<file path="src/rtl/sseg_scan_mux_2d.sv">
// Two-digit 7-segment scan multiplexer: ones/tens share one segment bus, with a
// dead-time gap before each digit, optional tens leading-zero blanking and a frame strobe.
module sseg_scan_mux_2d #(
    parameter int SCAN_DIV   = 50000,
    parameter int BLANK_CYC  = 16,
    parameter int ACTIVE_LOW = 1
) (
    input  logic       clk,
    input  logic       rst,
    input  logic       en,
    input  logic [6:0] onesseg,
    input  logic [6:0] tensseg,
    input  logic [3:0] ten_bcd,
    input  logic       blank_lz,
    output logic [6:0] seg,
    output logic [1:0] an,
    output logic       digit_sel,
    output logic       frame_tick
);

    localparam int              CNT_W    = (SCAN_DIV > 1) ? $clog2(SCAN_DIV) : 1;
    localparam logic [CNT_W-1:0] CNT_LAST = CNT_W'(SCAN_DIV - 1);
    localparam logic [CNT_W-1:0] GAP_LAST = CNT_W'(BLANK_CYC - 1);
    localparam logic [6:0]      SEG_OFF  = (ACTIVE_LOW != 0) ? 7'h7F : 7'h00;
    localparam logic [1:0]      AN_OFF   = (ACTIVE_LOW != 0) ? 2'b11 : 2'b00;

    typedef enum logic [1:0] {
        GAP0    = 2'd0,
        ONES_ON = 2'd1,
        GAP1    = 2'd2,
        TENS_ON = 2'd3
    } state_t;

    state_t           state_q, state_d;
    logic [CNT_W-1:0] cnt_q, cnt_d;
    logic [6:0]       hold_q, hold_d;
    logic             lz_q, lz_d;
    logic [6:0]       seg_q, seg_d;
    logic [1:0]       an_q, an_d;
    logic             digit_sel_q, digit_sel_d;
    logic             frame_tick_q, frame_tick_d;

    function automatic logic [6:0] seg_drive(input logic [6:0] pat);
        return (ACTIVE_LOW != 0) ? ~pat : pat;
    endfunction

    function automatic logic [1:0] an_drive(input logic [1:0] on_mask);
        return (ACTIVE_LOW != 0) ? ~on_mask : on_mask;
    endfunction

    always_comb begin
        state_d      = state_q;
        cnt_d        = cnt_q;
        hold_d       = hold_q;
        lz_d         = lz_q;
        frame_tick_d = 1'b0;

        if (!en) begin
            state_d = GAP0;
            cnt_d   = '0;
        end else begin
            cnt_d = (cnt_q == CNT_LAST) ? '0 : cnt_q + CNT_W'(1);
            case (state_q)
                GAP0: begin
                    if (cnt_q == GAP_LAST) begin
                        state_d = ONES_ON;
                        hold_d  = onesseg;
                    end
                end
                ONES_ON: begin
                    if (cnt_q == CNT_LAST) state_d = GAP1;
                end
                GAP1: begin
                    if (cnt_q == GAP_LAST) begin
                        state_d = TENS_ON;
                        hold_d  = tensseg;
                        lz_d    = blank_lz && (ten_bcd == 4'd0);
                    end
                end
                TENS_ON: begin
                    if (cnt_q == CNT_LAST) begin
                        state_d      = GAP0;
                        frame_tick_d = 1'b1;
                    end
                end
                default: state_d = GAP0;
            endcase
        end

        // Outputs decode the next state so the registered pins line up with state_q.
        seg_d       = SEG_OFF;
        an_d        = AN_OFF;
        digit_sel_d = (state_d == GAP1) || (state_d == TENS_ON);
        case (state_d)
            ONES_ON: begin
                seg_d = seg_drive(hold_d);
                an_d  = an_drive(2'b01);
            end
            TENS_ON: begin
                if (!lz_d) begin
                    seg_d = seg_drive(hold_d);
                    an_d  = an_drive(2'b10);
                end
            end
            default: begin
                seg_d = SEG_OFF;
                an_d  = AN_OFF;
            end
        endcase
    end

    always_ff @(posedge clk or posedge rst) begin
        if (rst) begin
            state_q      <= GAP0;
            cnt_q        <= '0;
            hold_q       <= '0;
            lz_q         <= 1'b0;
            seg_q        <= SEG_OFF;
            an_q         <= AN_OFF;
            digit_sel_q  <= 1'b0;
            frame_tick_q <= 1'b0;
        end else begin
            state_q      <= state_d;
            cnt_q        <= cnt_d;
            hold_q       <= hold_d;
            lz_q         <= lz_d;
            seg_q        <= seg_d;
            an_q         <= an_d;
            digit_sel_q  <= digit_sel_d;
            frame_tick_q <= frame_tick_d;
        end
    end

    assign seg        = seg_q;
    assign an         = an_q;
    assign digit_sel  = digit_sel_q;
    assign frame_tick = frame_tick_q;

endmodule

</file>
<file path="config.mk">
export PLATFORM = sky130hd
export DESIGN_NAME = sseg_scan_mux_2d
export DESIGN_NICKNAME = d
export VERILOG_FILES = /design/src/rtl/sseg_scan_mux_2d.sv
export SDC_FILE = /design/constraint.sdc
export NUM_CORES = 1
export LEC_CHECK = 0
export ABC_CLOCK_PERIOD_IN_PS = 2300
export CORE_MARGIN = 5
export CORE_UTILIZATION = 45
export DETAILED_ROUTE_END_ITERATION = 10
export PLACE_DENSITY = 0.7
export SLEW_MARGIN = 5
export SYNTH_ARGS = -nofsm -noshare
export SYNTH_HDL_FRONTEND = slang
export SYNTH_SLANG_ARGS = --single-unit
</file>
<file path="constraint.sdc">
create_clock -name clk -period 2.3 [get_ports clk]
set_input_delay 0.46 -clock clk [delete_from_list [all_inputs] [get_ports clk]]
set_output_delay 0.46 -clock clk [all_outputs]
set_load 0.01 [all_outputs]
</file>
==> summary.txt, run 1 <==
Placement
  – DP Worst Slack: -0.08987 ns
  – Routability cong.: 0.8408
  – Detail Placement HPWL: 3.102 mm
  – PortBufs: 32

Clock tree
  – Inserted Clock Buffers: 5
  – CTS Root Cell: clkbuf_8
  – Postcts setup bufs: 0
  – Skew-Pair Late Insertion Delay: 0.29 ns
  – Clock-pin transition on the worst setup and hold timing paths: 0.07 ns
  – CTS max path bufs: 2
  – Post-CTS sizing: 0
  – Num Clock Sinks: 37
  – # hold bufs at CTS: 0
  – CTS tree: yes
  – CTS H-tree lvls: 2

Critical path
  – Worst Path Buf+Inv: 1
  – Critical path type: in -> reg
  – Delay-heaviest family, CP: simple AND/OR/NAND/NOR gates
  – Crit. End Element: register
  – Worst path max stage delay: 0.56 ns
  – CP cell instances: clkdlybuf4s50_1 -> nor4b_1 -> nand4_2 -> nor3_4 -> o22ai_1
  – Nature of the critical path startpoint: input pin
  – Crit-path max FO: 9
  – Crit-path slowest cell: clkdlybuf4s50_1
  – Required @ worst endpoint: 2.50 ns
  – CP arrival: 2.33 ns

Routing
  – Routed wire length: 4.115 mm
  – Via count: 1478
  – Antenna viol nets, final: 0
  – DRT Pass-1 Iters: 4
  – Drt via density: 5.434
  – Starting DRC count in detailed routing: 101
  – DRC: 0
  – Wire per inst: 15.13 um

Power
  – Clk pwr share: 37.0%
  – Pleak: 0.9700 nW
  – Flop pwr share: 56.6%
  – Sw Pwr: 0.2584 mW
  – Switching share of power: 22.16%
  – Cell Int Power: 0.9079 mW
  – VDD IR-drop max: 0.3487 mV
  – Tot Pwr: 1.166 mW
  – Pwr dens: 505.5 nW/um2
  – Logic gate share of total power: 6.4%

Die
  – Total core area: 3971 um2
  – IO Pins: 33
  – Initial Util: 46.35%
  – Die ar.: 5469 um2
  – Die Y: 73.96 um
  – Cell Rows: 23
  – Die X: 73.96 um

Logic synthesis
  – Syn_area_per_cell: 9.949 um2
  – Post-synthesis sequential area ratio: 50.92%
  – Synthesized instance count: 185
  – Ys Warns: 0
  – Yosys cell types: 36
  – Mapped Nets: 208
  – Area of the mapped netlist: 1841 um2
  – Yosys reg bits: 37

STA
  – Max-Slew Margin vs Limit: 58.73%
  – FMAX: 469.0 MHz
  – Final setup fails: 0
  – Final setup margin: 0.1679 ns
  – RSZ-0062 raised after global routing: no
  – Final Hold Viols: 0
  – Min Tclk post-route: 2.132 ns
  – Clk_skew: 0.006698 ns
  – Final max-slew violation count: 0
  – Fin crit share: 92.70%
  – Worst-margin pin slew: 0.6191 ns

Finish
  – Leading cell type in the layout, fill and taps excluded: clkdlybuf4s50_1
  – Area grow syn2layout: 25.36%
  – Final nets: 244
  – Share of cells above drive strength 1: 13.51%
  – Final Util: 58.10%
  – Most frequent cells in the layout: clkdlybuf4s50_1 (32), dfrtp_1 (28), nor2_1 (19)
  – Antenna Cells: 0

Global routing
  – Total gr overflow: 0
  – Initial antenna violation count: 0
  – Layer with the highest usage: met2
  – Met2 Track Usage GR: 28.15%
  – First-pass GRT wire length: 6.824 mm
  – Vias in the first global route: 1500
  – Met3 Use GR: 5.000%
  – Largest net degree at the start of global routing: 38
  – Met1 Resource Use GR: 20.19%
  – Overall Global Routing Usage: 16.59%

Flow run
  – Maxcap violations: 0

Min path
  – HP Class: reg -> reg

Status
  – Outcome: completed
## worst reg2reg max path, delay by kind of cell, from the launching register on
| kind | cells | cell delay [ns] |
|---|---|---|
| simple gates | 3 | 1.23 |
| flops | 1 | 0.45 |
| compound gates | 1 | 0.14 |
## cell type report
class,instances,area (um2)
Fill cell,336,1664
Sequential cell,37,937.1
Multi-Input combinational cell,125,810.8
Timing Repair Buffer,37,357.8
Clock buffer,6,72.57
Tap cell,50,62.56
Inverter,15,56.30
Clock inverter,2,10.01
## worst paths after layout
check / slack [ns] / end / startpoint / cells after the start
max: 0.17 / seg[2] / en / 5
min in group asynchronous: 0.58 / digit_sel / rst / 3
min reg2reg: 0.49 / cnt_q[0] / cnt_q[0] / 1
max reg2reg: 0.40 / seg[2] / cnt_q[6] / 4
min: 0.49 / cnt_q[0] / cnt_q[0] / 1
max in group asynchronous: 1.37 / seg[2] / rst / 3
## per-stage QoR
stage / instances / hold WS, ns / TNS (ns) / cell area (um2)
2_1_floorplan: 185 / 0.4547 / 0 / 1841
3_3_place_gp: 264 / 0.4686 / -0.02691 / 2225
3_5_place_dp: 264 / 0.4797 / -0.6108 / 2225
4_1_cts: 272 / 0.4896 / 0 / 2307
5_1_grt: 272 / 0.5082 / 0 / 2307
6_report: 272 / 0.4884 / 0 / 2307
## cell families after synthesis
family	after synthesis	synth area share, %
AND/OR/NAND/NOR	74	22.57
flip-flops	37	50.92
AO/OA/AOI/OAI	28	9.789
buffers and inverters	23	5.030
XOR/XNOR	14	6.662
multiplexers	8	4.351
adder cells (fa/ha/maj)	1	0.6797
## flip-flops by register name (all words and copies together) (netlist names)
name,cells
cnt_q,16
hold_q,7
seg,7
an,2
state_q,2
digit_sel,1
frame_tick,1
lz_q,1
## layer usage
metal,wire length (um),share of wire [%]
met5,0,0
met4,73,1.8
met3,153,3.7
met1,1714,42
met2,2175,53
## power groups by stage
stage	clock network (mW)	registers [mW]	logic, mW
floorplan	0	0.671	0.0285
global placement	0	0.671	0.0737
detailed placement	0	0.672	0.0760
CTS	0.441	0.660	0.0764
global route	0.474	0.661	0.0823
finish	0.431	0.660	0.0750
## cell usage after synthesis
master / number / area share [%]
or2_1: 1 / 0.34
nor3_4: 2 / 1.8
o211a_1: 1 / 0.54
nor3_1: 11 / 3.0
nor2_2: 1 / 0.34
xnor2_1: 12 / 5.7
nand3_1: 8 / 2.2
o21bai_1: 8 / 3.3
dfstp_2: 9 / 13
nand4_1: 3 / 1.0
a21oi_1: 9 / 2.4
and3_2: 1 / 0.41
nor2_1: 19 / 3.9
o31ai_1: 1 / 0.41
a32oi_1: 1 / 0.48
nor4b_1: 1 / 0.48
dfrtp_1: 28 / 38
xor2_1: 2 / 0.95
and3_1: 2 / 0.68
nand4_2: 1 / 0.68
nor4_4: 1 / 1.2
o22ai_1: 7 / 2.4
or3_1: 1 / 0.34
clkbuf_2: 1 / 0.27
buf_2: 4 / 1.1
o21ai_1: 1 / 0.27
nand3_2: 1 / 0.54
clkbuf_1: 3 / 0.61
ha_1: 1 / 0.68
nor2b_1: 2 / 0.68
nor4_1: 5 / 1.7
or2_2: 1 / 0.34
mux2i_1: 8 / 4.4
inv_1: 15 / 3.1
nand2_1: 12 / 2.4
or4_4: 1 / 0.61
(Power assumes the default switching activity.)
==> run 2, diff against run 1 <==
Settings changed: ABC_CLOCK_PERIOD_IN_PS 2300 to 2150, CAP_MARGIN set to 20.
Clock period 2.3 ns to 2.15 ns, I/O delays scaled along.
==> run 2 against run 1 <==
Flip-flop and latch count stayed put. Design area is 0.98% higher. Register-to-register slack lost 0.14 ns. Power grew 10%. Routed wire length is 0.73% lower. Global-route usage fell by 0.21 points. Cell count grew 0.74%. Via count is 1.3% lower. Critical path type unchanged. First-iteration DRC count grew 15%.
==> summary.txt, run 2 (synthesized netlist as in run 1, its figures left out) <==
STA
  – Max-Slew Margin vs Limit: 59.11% (+0.39 points)
  – Sum Neg Setup Slack: 0 ns (unchanged)
  – Fin crit share: 90.75%
  – Min Tclk post-route: 1.951 ns
  – RSZ-0062 raised after global routing: no
  – Final setup fails: 0 (unchanged)
  – Final max-slew violation count: 0 (unchanged)
  – Final Hold Viols: 0 (unchanged)
  – FMAX: 512.5 MHz
  – Clk_skew: 0.007607 ns (+0.0009091 ns)
  – Worst-margin pin slew: 0.6133 ns (-0.005798 ns)

Routing
  – Drt via density: 5.325 (-2.0%)
  – Routed length on met3: 130 um (-15%)
  – Wire per inst: 14.91 um (-1.5%)
  – Starting DRC count in detailed routing: 116 (+15%)
  – Routed wire length: 4.085 mm (-0.73%)
  – DRC: 0 (unchanged)
  – Top Layer Used: met4
  – Antenna viol nets, final: 0 (unchanged)
  – DRT Pass-1 Iters: 4 (unchanged)
  – Via count: 1459 (-1.3%)
  – M1 wire length: 1.796 mm (+4.8%)
  – Met2 WL: 2.062 mm (-5.2%)

Global routing
  – First-pass GRT wire length: 6.782 mm (-0.62%)
  – Vias in the first global route: 1448 (-3.5%)
  – Total gr overflow: 0 (unchanged)
  – Initial antenna violation count: 0 (unchanged)
  – Overall Global Routing Usage: 16.38% (-0.21 points)
  – Largest net degree at the start of global routing: 38 (unchanged)

Flow run
  – Maxcap violations: 0 (unchanged)

Status
  – Outcome: completed

Die
  – Initial Util: 46.35% (unchanged)
  – Cell Rows: 23 (unchanged)
  – Die X: 73.96 um (unchanged)
  – Total core area: 3971 um2 (unchanged)
  – IO Pins: 33 (unchanged)
  – Die ar.: 5469 um2 (unchanged)
  – Die Y: 73.96 um (unchanged)

Finish
  – Antenna Cells: 0 (unchanged)
  – Share of cells above drive strength 1: 13.84% (+0.33 points)
  – Area of the multi-input gates: 810.8 um2 (unchanged)
  – Final nets: 246 (+0.82%)
  – Area grow syn2layout: 26.58%
  – Max FFs per register: 16 (unchanged)
  – Most frequent cells in the layout: clkdlybuf4s50_1 (32), dfrtp_1 (28), nor2_1 (19)
  – Fill cell count: 350 (+4.2%)
  – Final Util: 58.66% (+0.57 points)
  – Leading cell type in the layout, fill and taps excluded: clkdlybuf4s50_1
  – Sequential cell area: 937.1 um2 (unchanged)
  – Most flops, register: cnt_q

Clock tree
  – Inserted Clock Buffers: 5 (unchanged)
  – CTS H-tree lvls: 2 (unchanged)
  – Skew-Pair Late Insertion Delay: 0.29 ns (about the same)
  – Postcts setup bufs: 0 (unchanged)
  – Num Clock Sinks: 37 (unchanged)
  – CTS Root Cell: clkbuf_8
  – Clock-pin transition on the worst setup and hold timing paths: 0.07 ns (about the same)
  – CTS max path bufs: 2 (unchanged)
  – # hold bufs at CTS: 0 (unchanged)
  – Post-CTS sizing: 0 (unchanged)
  – CTS tree: yes

Critical path
  – Critical path type: in -> reg
  – Crit. End Element: register
  – Required @ worst endpoint: 2.34 ns (-0.16 ns)
  – CP arrival: 2.15 ns (-0.18 ns)
  – Crit-path max FO: 9 (unchanged)
  – Nature of the critical path startpoint: input pin

Power
  – VDD IR-drop max: 0.2896 mV (-17%)
  – Pwr dens: 551.1 nW/um2 (+9.0%)
  – Pleak: 0.9802 nW (+1.0%)

Min path
  – HP Class: reg -> reg

Placement
  – Detail Placement HPWL: 3.061 mm (-1.3%)
  – Routability cong.: 0.8171 (-2.8%)
  – PortBufs: 32 (unchanged)
-- run 2: changes by cell type in the layout (fill, tap and decap cells not counted) --
| cell | before | now |
|---|---|---|
| buf_4 | 5 | 7 |
| clkinv_2 | 2 | 0 |
| clkbuf_1 | 1 | 2 |
| clkbuf_8 | 5 | 6 |
-- run 2: final timing paths --
kind	slack, ns	endpoint	start	cells after the start
worst max-delay path	0.20	seg[6]	en	6
worst min register to register	0.49	cnt_q[0]	cnt_q[0]	1
max in group asynchronous	1.23	seg[6]	rst	3
min in group asynchronous	0.56	state_q[1]	rst	3
worst max register to register	0.26	seg[6]	cnt_q[0]	5
worst min-delay path	0.49	cnt_q[0]	cnt_q[0]	1
-- run 2: routing by layer --
metal,GRT usage (%),vias to the layer above
li1,-,717
met1,21.60,706
met2,25.20,23
met3,4.189,13
met4,7.847,0
met5,0,-
-- run 2: cell type report --
type,count,area share [%]
timing repair buffer,39,16.00
tap,50,2.685
inverter,15,2.417
sequential,37,40.23
clock buffer,8,3.867
multi-input combinational,125,34.80
-- run 2: power breakdown --
part	internal [mW]	switching [mW]	leakage, nW
Combinational	0.0477	0.0351	0.493
Clock	0.261	0.234	0.0455
Sequential	0.701	0.00483	0.442
Total	1.01	0.273	0.980
-- run 2: metrics by stage --
step / hold slack (ns) / std cells / power (mW) / setup slack [ns] / cell area [um2]
global route: 0.5083 / 274 / 1.352 / 0.1035 / 2330
CTS: 0.4871 / 274 / 1.300 / 0.2351 / 2330
detailed placement: 0.4770 / 266 / 0.8028 / -0.03789 / 2240
floorplan: 0.4547 / 185 / 0.7482 / 0.4871 / 1841
finish: 0.4867 / 274 / 1.284 / 0.1988 / 2330
global placement: 0.4691 / 266 / 0.7998 / -0.004950 / 2240
-- run 2: critical path, stage by stage --
cell and delay, ns:
clkdlybuf4s50_1 0.48, nor4b_1 0.24, buf_4 0.17, nand4_2 0.27, nor3_4 0.41, o22ai_1 0.14
